==> src/rtl/alu_arbiter.sv <==
// Round-robin sequencer sharing one ALU between two requesters: captures the
// granted request, pulses alu_start, waits for alu_done or a watchdog timeout.
module alu_arbiter #(
    parameter int unsigned W       = 8,
    parameter int unsigned TIMEOUT = 32
) (
    input  logic           clk,
    input  logic           rst_b,
    input  logic           req0,
    input  logic           req1,
    input  logic [1:0]     op0,
    input  logic [1:0]     op1,
    input  logic [W-1:0]   a0,
    input  logic [W-1:0]   a1,
    input  logic [W-1:0]   b0,
    input  logic [W-1:0]   b1,
    output logic           gnt0,
    output logic           gnt1,
    output logic           done0,
    output logic           done1,
    output logic [2*W-1:0] res0,
    output logic [2*W-1:0] res1,
    output logic           err0,
    output logic           err1,
    output logic           busy,
    output logic           alu_start,
    output logic [1:0]     alu_op,
    output logic [W-1:0]   alu_x,
    output logic [W-1:0]   alu_y,
    output logic           alu_abort,
    input  logic           alu_done,
    input  logic [2*W-1:0] alu_result
);

    localparam int unsigned    CW        = $clog2(TIMEOUT + 1);
    localparam logic [CW-1:0]  LAST_WAIT = CW'(TIMEOUT - 1);

    typedef enum logic [1:0] {
        IDLE,
        START,
        WAIT
    } state_t;

    state_t            state_q;
    logic              owner_q;
    logic              rr_last_q;
    logic [CW-1:0]     wd_cnt_q;
    logic              gnt0_q, gnt1_q;
    logic              done0_q, done1_q;
    logic [2*W-1:0]    res0_q, res1_q;
    logic              err0_q, err1_q;
    logic              busy_q;
    logic              start_q;
    logic              abort_q;
    logic [1:0]        op_q;
    logic [W-1:0]      x_q, y_q;

    logic              pick_d;
    logic              finish_d;

    // On a tie the port that was not served last wins.
    always_comb begin
        pick_d = 1'b0;
        if (req0 && req1) begin
            pick_d = ~rr_last_q;
        end else if (!req0) begin
            pick_d = 1'b1;
        end
    end

    // alu_done on the last watchdog cycle still counts as a normal completion.
    assign finish_d = alu_done || (wd_cnt_q == LAST_WAIT);

    always_ff @(posedge clk or negedge rst_b) begin
        if (!rst_b) begin
            state_q   <= IDLE;
            owner_q   <= 1'b0;
            rr_last_q <= 1'b1;
            wd_cnt_q  <= '0;
            gnt0_q    <= 1'b0;
            gnt1_q    <= 1'b0;
            done0_q   <= 1'b0;
            done1_q   <= 1'b0;
            res0_q    <= '0;
            res1_q    <= '0;
            err0_q    <= 1'b0;
            err1_q    <= 1'b0;
            busy_q    <= 1'b0;
            start_q   <= 1'b0;
            abort_q   <= 1'b0;
            op_q      <= '0;
            x_q       <= '0;
            y_q       <= '0;
        end else begin
            gnt0_q  <= 1'b0;
            gnt1_q  <= 1'b0;
            done0_q <= 1'b0;
            done1_q <= 1'b0;
            start_q <= 1'b0;
            abort_q <= 1'b0;
            case (state_q)
                IDLE: begin
                    if (req0 || req1) begin
                        owner_q <= pick_d;
                        op_q    <= pick_d ? op1 : op0;
                        x_q     <= pick_d ? a1 : a0;
                        y_q     <= pick_d ? b1 : b0;
                        gnt0_q  <= ~pick_d;
                        gnt1_q  <= pick_d;
                        start_q <= 1'b1;
                        busy_q  <= 1'b1;
                        state_q <= START;
                    end
                end
                START: begin
                    wd_cnt_q <= '0;
                    state_q  <= WAIT;
                end
                WAIT: begin
                    if (finish_d) begin
                        if (owner_q) begin
                            res1_q  <= alu_done ? alu_result : '0;
                            err1_q  <= ~alu_done;
                            done1_q <= 1'b1;
                        end else begin
                            res0_q  <= alu_done ? alu_result : '0;
                            err0_q  <= ~alu_done;
                            done0_q <= 1'b1;
                        end
                        abort_q   <= ~alu_done;
                        rr_last_q <= owner_q;
                        busy_q    <= 1'b0;
                        state_q   <= IDLE;
                    end else begin
                        wd_cnt_q <= wd_cnt_q + 1'b1;
                    end
                end
                default: begin
                    busy_q  <= 1'b0;
                    state_q <= IDLE;
                end
            endcase
        end
    end

    assign gnt0      = gnt0_q;
    assign gnt1      = gnt1_q;
    assign done0     = done0_q;
    assign done1     = done1_q;
    assign res0      = res0_q;
    assign res1      = res1_q;
    assign err0      = err0_q;
    assign err1      = err1_q;
    assign busy      = busy_q;
    assign alu_start = start_q;
    assign alu_op    = op_q;
    assign alu_x     = x_q;
    assign alu_y     = y_q;
    assign alu_abort = abort_q;

endmodule

==> config.mk <==
export PLATFORM = sky130hd
export DESIGN_NAME = alu_arbiter
export DESIGN_NICKNAME = d
export VERILOG_FILES = /design/src/rtl/alu_arbiter.sv
export SDC_FILE = /design/constraint.sdc
export NUM_CORES = 1
export LEC_CHECK = 0
export CORE_UTILIZATION = 35
export CTS_BUF_LIST = sky130_fd_sc_hd__clkbuf_2 sky130_fd_sc_hd__clkbuf_4 sky130_fd_sc_hd__clkbuf_8
export DETAILED_ROUTE_END_ITERATION = 10
export PLACE_DENSITY = 0.74
export SLEW_MARGIN = 20
export SYNTH_ARGS = -nofsm -noshare
export SYNTH_HDL_FRONTEND = slang
export SYNTH_SLANG_ARGS = --single-unit
==> constraint.sdc <==
create_clock -name clk -period 2.49 [get_ports clk]
set_clock_uncertainty 0.1 [all_clocks]
set_input_delay 0.249 -clock clk [delete_from_list [all_inputs] [get_ports clk]]
set_output_delay 0.249 -clock clk [all_outputs]
set_load 0.01 [all_outputs]
# [Word level (Yosys, flattened, before mapping)]
# Index checks and enable logic that the tools add are counted.
[op_classes] addsub=1 n_mul=0 div=0 magnitude_cmp=0 n_eq_ne=6 shifts=0 n_mux=28 n_bitwise=5 reduce_logical=12
[op_table] op="$mux 1" count=18
[op_table] op="$mux 16" count=1
[op_table] op="$mux 8" count=2
[op_table] op="$pmux 6 s2" count=1
[op_table] op="$reduce_and 3->1" count=3
[op_table] op="$reduce_and 2->1" count=4
[op_table] op="$add 6x1->6 const B" count=1
[op_table] op="$eq 6x5->1 const B" count=1
[op_table] op="$mux 2" count=3
[op_table] op="$mux 6" count=1
[op_table] op="$ne 2x2->1 const B" count=3
[op_table] op="$pmux 2 s3" count=1
[op_table] op="$not 1->1" count=5
[op_table] op="$pmux 1 s3" count=1
[op_table] op="$eq 2x1->1 const B" count=1
[op_table] op="$eq 2x2->1 const B" count=1
[op_table] op="$logic_not 2->1" count=1
[op_table] op="$logic_or 1x1->1" count=2
[op_table] op="$reduce_bool 2->1" count=1
[op_table] op="$logic_and 1x1->1" count=1
[totals] ff_bits=69 latch_bits=0 mem_bits_rw=0 romBits=0 output_inout_bits=59 mem_count=0

# [Longest topological paths before layout]
[logic_depth] depth_word=5 ltp_mapped=7

# [Worst setup path after synthesis]
# No wires, ideal clock.
[synth_timing] path_kind="register -> register" from="reg wd_cnt_q[0]" to="reg res1_q[10], in the netlist res1[10]" arrival_time_ns=1.394 t_required_ns=2.268 path_slack_ns=0.875 stages_incl_launch_ff=7 synth_period_minus_slack_ns=1.615 path_cell_list="dfrtp_1 > ha_1 > nand2_1 > o21ai_4 > nand2_4 > buf_6 > a32o_1"
[synth_via] elab_chain_cells=3
[synth_lines] element="start: declaration" line="47" text="logic [CW-1:0] wd_cnt_q;"
[synth_lines] element="start signal: assignment" line="135" text="wd_cnt_q <= wd_cnt_q + 1'b1;"
[synth_lines] element="$eq 6x5->1" line="72" text="assign finish_d = alu_done || (wd_cnt_q == LAST_WAIT);"
[synth_lines] element="$logic_or 1x1->1" line="72"
[synth_lines] element="$reduce_and 3->1 (no line)"
[synth_lines] element="end signal: assignment" line="122" text="res1_q <= alu_done ? alu_result : '0;"
[synth_lines] element="end: declaration" line="50" text="logic [2*W-1:0] res0_q, res1_q;"
# Every way passes these cells.
# A chain may end at the register's enable or synchronous reset.

# [Worst setup path in the final report]
[layout_timing] from="reg state_q[1]" to="reg res1_q[1], in the netlist res1[1]"
[layout_via] elab_chain_cells=2
[layout_lines] element="start: declaration" line="44" text="state_t state_q;"
[layout_lines] element="start signal: assignment" line="76" text="state_q <= IDLE;"
[layout_lines] element="start signal: assignment" line="112" text="state_q <= START;"
[layout_lines] element="start signal: assignment" line="117" text="state_q <= WAIT;"
[layout_lines] element="$eq 2x2->1" line="101" text="case (state_q)"
[layout_lines] element="$reduce_and 3->1 (no line)"
# Every way passes these cells.

==> flow_metrics.env <==
export IMPL_dr_pass1_iters=4
export IMPL_crit_path_top_delay_cell="dfrtp_1"
export IMPL_cts_buffers=9
export IMPL_tightest_slew_ns=0.556
export IMPL_diodes=0
export IMPL_startpoint_type="register"
export IMPL_max_freq_mhz=507
export IMPL_clk_pin_slew_ns=0.08
export IMPL_hold_viol_final=0
export IMPL_cts_tree="yes"
export IMPL_cp_data_required_time_ns=2.61
export IMPL_routed_via_density=5.21
export IMPL_clkSinkCount=69
export IMPL_ys_warn_count=0
export IMPL_setup_violations=0
export IMPL_cp_arrival_ns=2.09
export IMPL_synth_nets=295
export IMPL_cp_end_kind="register"
export IMPL_initial_core_util=0.368
export IMPL_crit_chain="nor2b_4 > and2_4 > nand2_4 > a32o_1"
export IMPL_overflow=0
export IMPL_grt_max_degree=57
export IMPL_drv_slew=0
export IMPL_synth_seq_cells=69
export IMPL_power_density_nw_per_um2=1200
export IMPL_core_area_um2=7890
export IMPL_clkLatencyLatePin_ns=0.33
export IMPL_synth_top_area_frac=0.586
export IMPL_ys_types=36
export IMPL_grt_pass1_vias=2500
export IMPL_die_area_um2=8670
export IMPL_rsz0062_at_grt="no"
export IMPL_area_growth_synth_to_final_pct=51.5
export IMPL_drcViolationCount=0
export IMPL_synthTopCellsByArea="dfrtp_1 (59%), a32o_1 (11%), mux2i_1 (6.2%)"
export IMPL_rows=32
export IMPL_wl_um=7290
export IMPL_fin_area_um2=4400
export IMPL_dp_hpwl_um=5120
export IMPL_place_area_um2=4130
export IMPL_leakage_nw=1.89
export IMPL_finalPower_mw=5.26
export IMPL_yosys_area_top_type="dfrtp_1"
export IMPL_gp_congestion=0.762
export IMPL_max_vdd_ir_drop_mv=0.482
export IMPL_nNetsFinal=409
export IMPL_antenna_found_initial=0
export IMPL_vias=2384
export IMPL_synth_area_per_cell_um2=12.3
export IMPL_max_stage_delay_ns=0.70
export IMPL_crit_type="reg2reg"
export IMPL_io_pins=116
export IMPL_die_x_um=93.1
export IMPL_grt_pass1_wl_um=12100
export IMPL_cap_violations=0
export IMPL_finalCritPeriodShare=0.792
export IMPL_ant_nets=0
export IMPL_layout_drive_gt1_share=0.0927
export IMPL_min_period_ns=1.97
export IMPL_wl_per_cell_um=15.9
export IMPL_die_h_um=93.1
export IMPL_path_max_fanout=19
export IMPL_cts_buffer_depth=2
export IMPL_ys_seq_area_frac=0.595
export IMPL_netlist_instances=237
export IMPL_track_usage=0.180
export IMPL_hold_path_class="in2async"
export IMPL_cts_root_buffer="clkbuf_8"
export IMPL_io_buffers=115
export IMPL_fin_setup_tns_ns=0
export IMPL_relSlewSlack=0.629
export IMPL_status="finished, final reports clean"
export IMPL_htreeDepth=3
export IMPL_drtIter0Drc=163
export IMPL_synth_area_um2=2900
-- final cells by class --
cell class | count | area [µm²]
repair buffers | 122 | 1210
clock buffers | 11 | 151
clock inverters | 5 | 106
well taps | 102 | 128
multi-input cells | 144 | 1050
inverters | 5 | 18.8
flip-flops and latches | 69 | 1730
fillers | 707 | 3490
-- critical path: cells and delay by family (launching register included) --
kind / cells / cell delay [ns]
AND/OR/NAND/NOR: 3 / 0.79
flip-flops: 1 / 0.70
AO/OA/AOI/OAI: 1 / 0.25
-- repair_timing --
action	in CTS	in global routing
setup buffers	0	0
gates resized for setup	0	0
endpoints found under the hold margin	13	0
endpoints found under the setup margin	0	0
hold buffers	1	0
-- metal layers --
layer	GRT usage	wire length, µm
met1	0.217	3010
met2	0.309	3780
met3	0.0431	387
met4	0.0692	102
met5	0	0
-- sequential cells by signal, indices dropped and copies added (netlist names) --
name / cells
err1: 1
err0: 1
rr_last_q: 1
state_q: 2
alu_start: 1
wd_cnt_q: 6
res0: 16
res1: 16
alu_y: 8
alu_abort: 1
gnt0: 1
alu_op: 2
done1: 1
alu_x: 8
gnt1: 1
done0: 1
busy: 1
owner_q: 1
-- cells by family (layout without fill, tap and decap cells) --
group / Yosys count / after routing / synth area share
AO/OA/AOI/OAI: 73 / 73 / 0.194
AND/OR/NAND/NOR: 52 / 52 / 0.0991
multiplexers: 18 / 18 / 0.0620
flip-flops: 69 / 69 / 0.595
adder cells (fa/ha/maj): 1 / 1 / 0.00431
buffers and inverters: 24 / 143 / 0.0452
-- path summary, 6_finish.rpt --
check,startpoint,slack [ns],cells past startpoint,end
worst min register to register,busy,0.38,1,busy
worst min-delay path,rst_b,0.27,2,alu_x[1]
min in group clk,busy,0.38,1,busy
worst max register to register,state_q[1],0.52,4,res1[1]
max in group asynchronous,rst_b,1.37,3,rr_last_q
worst max-delay path,state_q[1],0.52,4,res1[1]
-- cell usage in the layout (no fill, tap or decap), drive strengths merged --
| master | n |
|---|---|
| and2 | 2 |
| and4b | 1 |
| o21ai | 5 |
| nor2 | 23 |
| a21boi | 1 |
| nand3b | 2 |
| dfrtp | 68 |
| nand4 | 2 |
| a41o | 1 |
| ha | 1 |
| nor3 | 6 |
| o31ai | 1 |
| nand3 | 3 |
| clkinvlp | 1 |
| a22o | 3 |
| dfstp | 1 |
| a21oi | 26 |
| clkinv | 1 |
| and3b | 1 |
| nor2b | 1 |
| a32o | 32 |
| nor4 | 2 |
| dlygate4sd3 | 1 |
| a31oi | 3 |
| nand2 | 7 |
| a21o | 1 |
| clkbuf | 11 |
| buf | 7 |
| clkdlybuf4s50 | 114 |
| mux2i | 18 |
| nand2b | 2 |
| inv | 5 |
| bufinv | 3 |
-- power breakdown --
group | internal (mW) | total [mW] | switching, mW | leakage [nW]
combinational | 1.26 | 2.20 | 0.941 | 0.917
clock | 0.722 | 1.13 | 0.413 | 0.126
sequential | 1.61 | 1.92 | 0.312 | 0.847
total | 3.60 | 5.26 | 1.67 | 1.89
-- cells in the mapped netlist (all sizes together) --
cell	count
nand2b	2
nand3	3
and2	2
a21boi	1
ha	1
nor4	2
mux2i	18
nor2b	1
buf	13
a21o	1
o31ai	1
nand4	2
nand2	7
a22o	3
clkbuf	6
a31oi	3
nand3b	2
dfrtp	68
nor3	6
o21ai	5
a41o	1
dfstp	1
inv	5
nor2	23
a32o	32
and3b	1
and4b	1
a21oi	26
-- stage by stage --
step / hold WS, ns / utilization / instances / setup slack (ns)
after global placement: 0.0737 / 0.524 / 441 / 0.571
after global routing: 0.302 / 0.558 / 458 / 0.316
final: 0.269 / 0.558 / 458 / 0.517
after CTS: 0.244 / 0.558 / 458 / 0.497
after detailed placement: 0.0771 / 0.524 / 441 / 0.496
after floorplan: -0.147 / - / 237 / 0.875
Power figures use the tool's default switching activity.
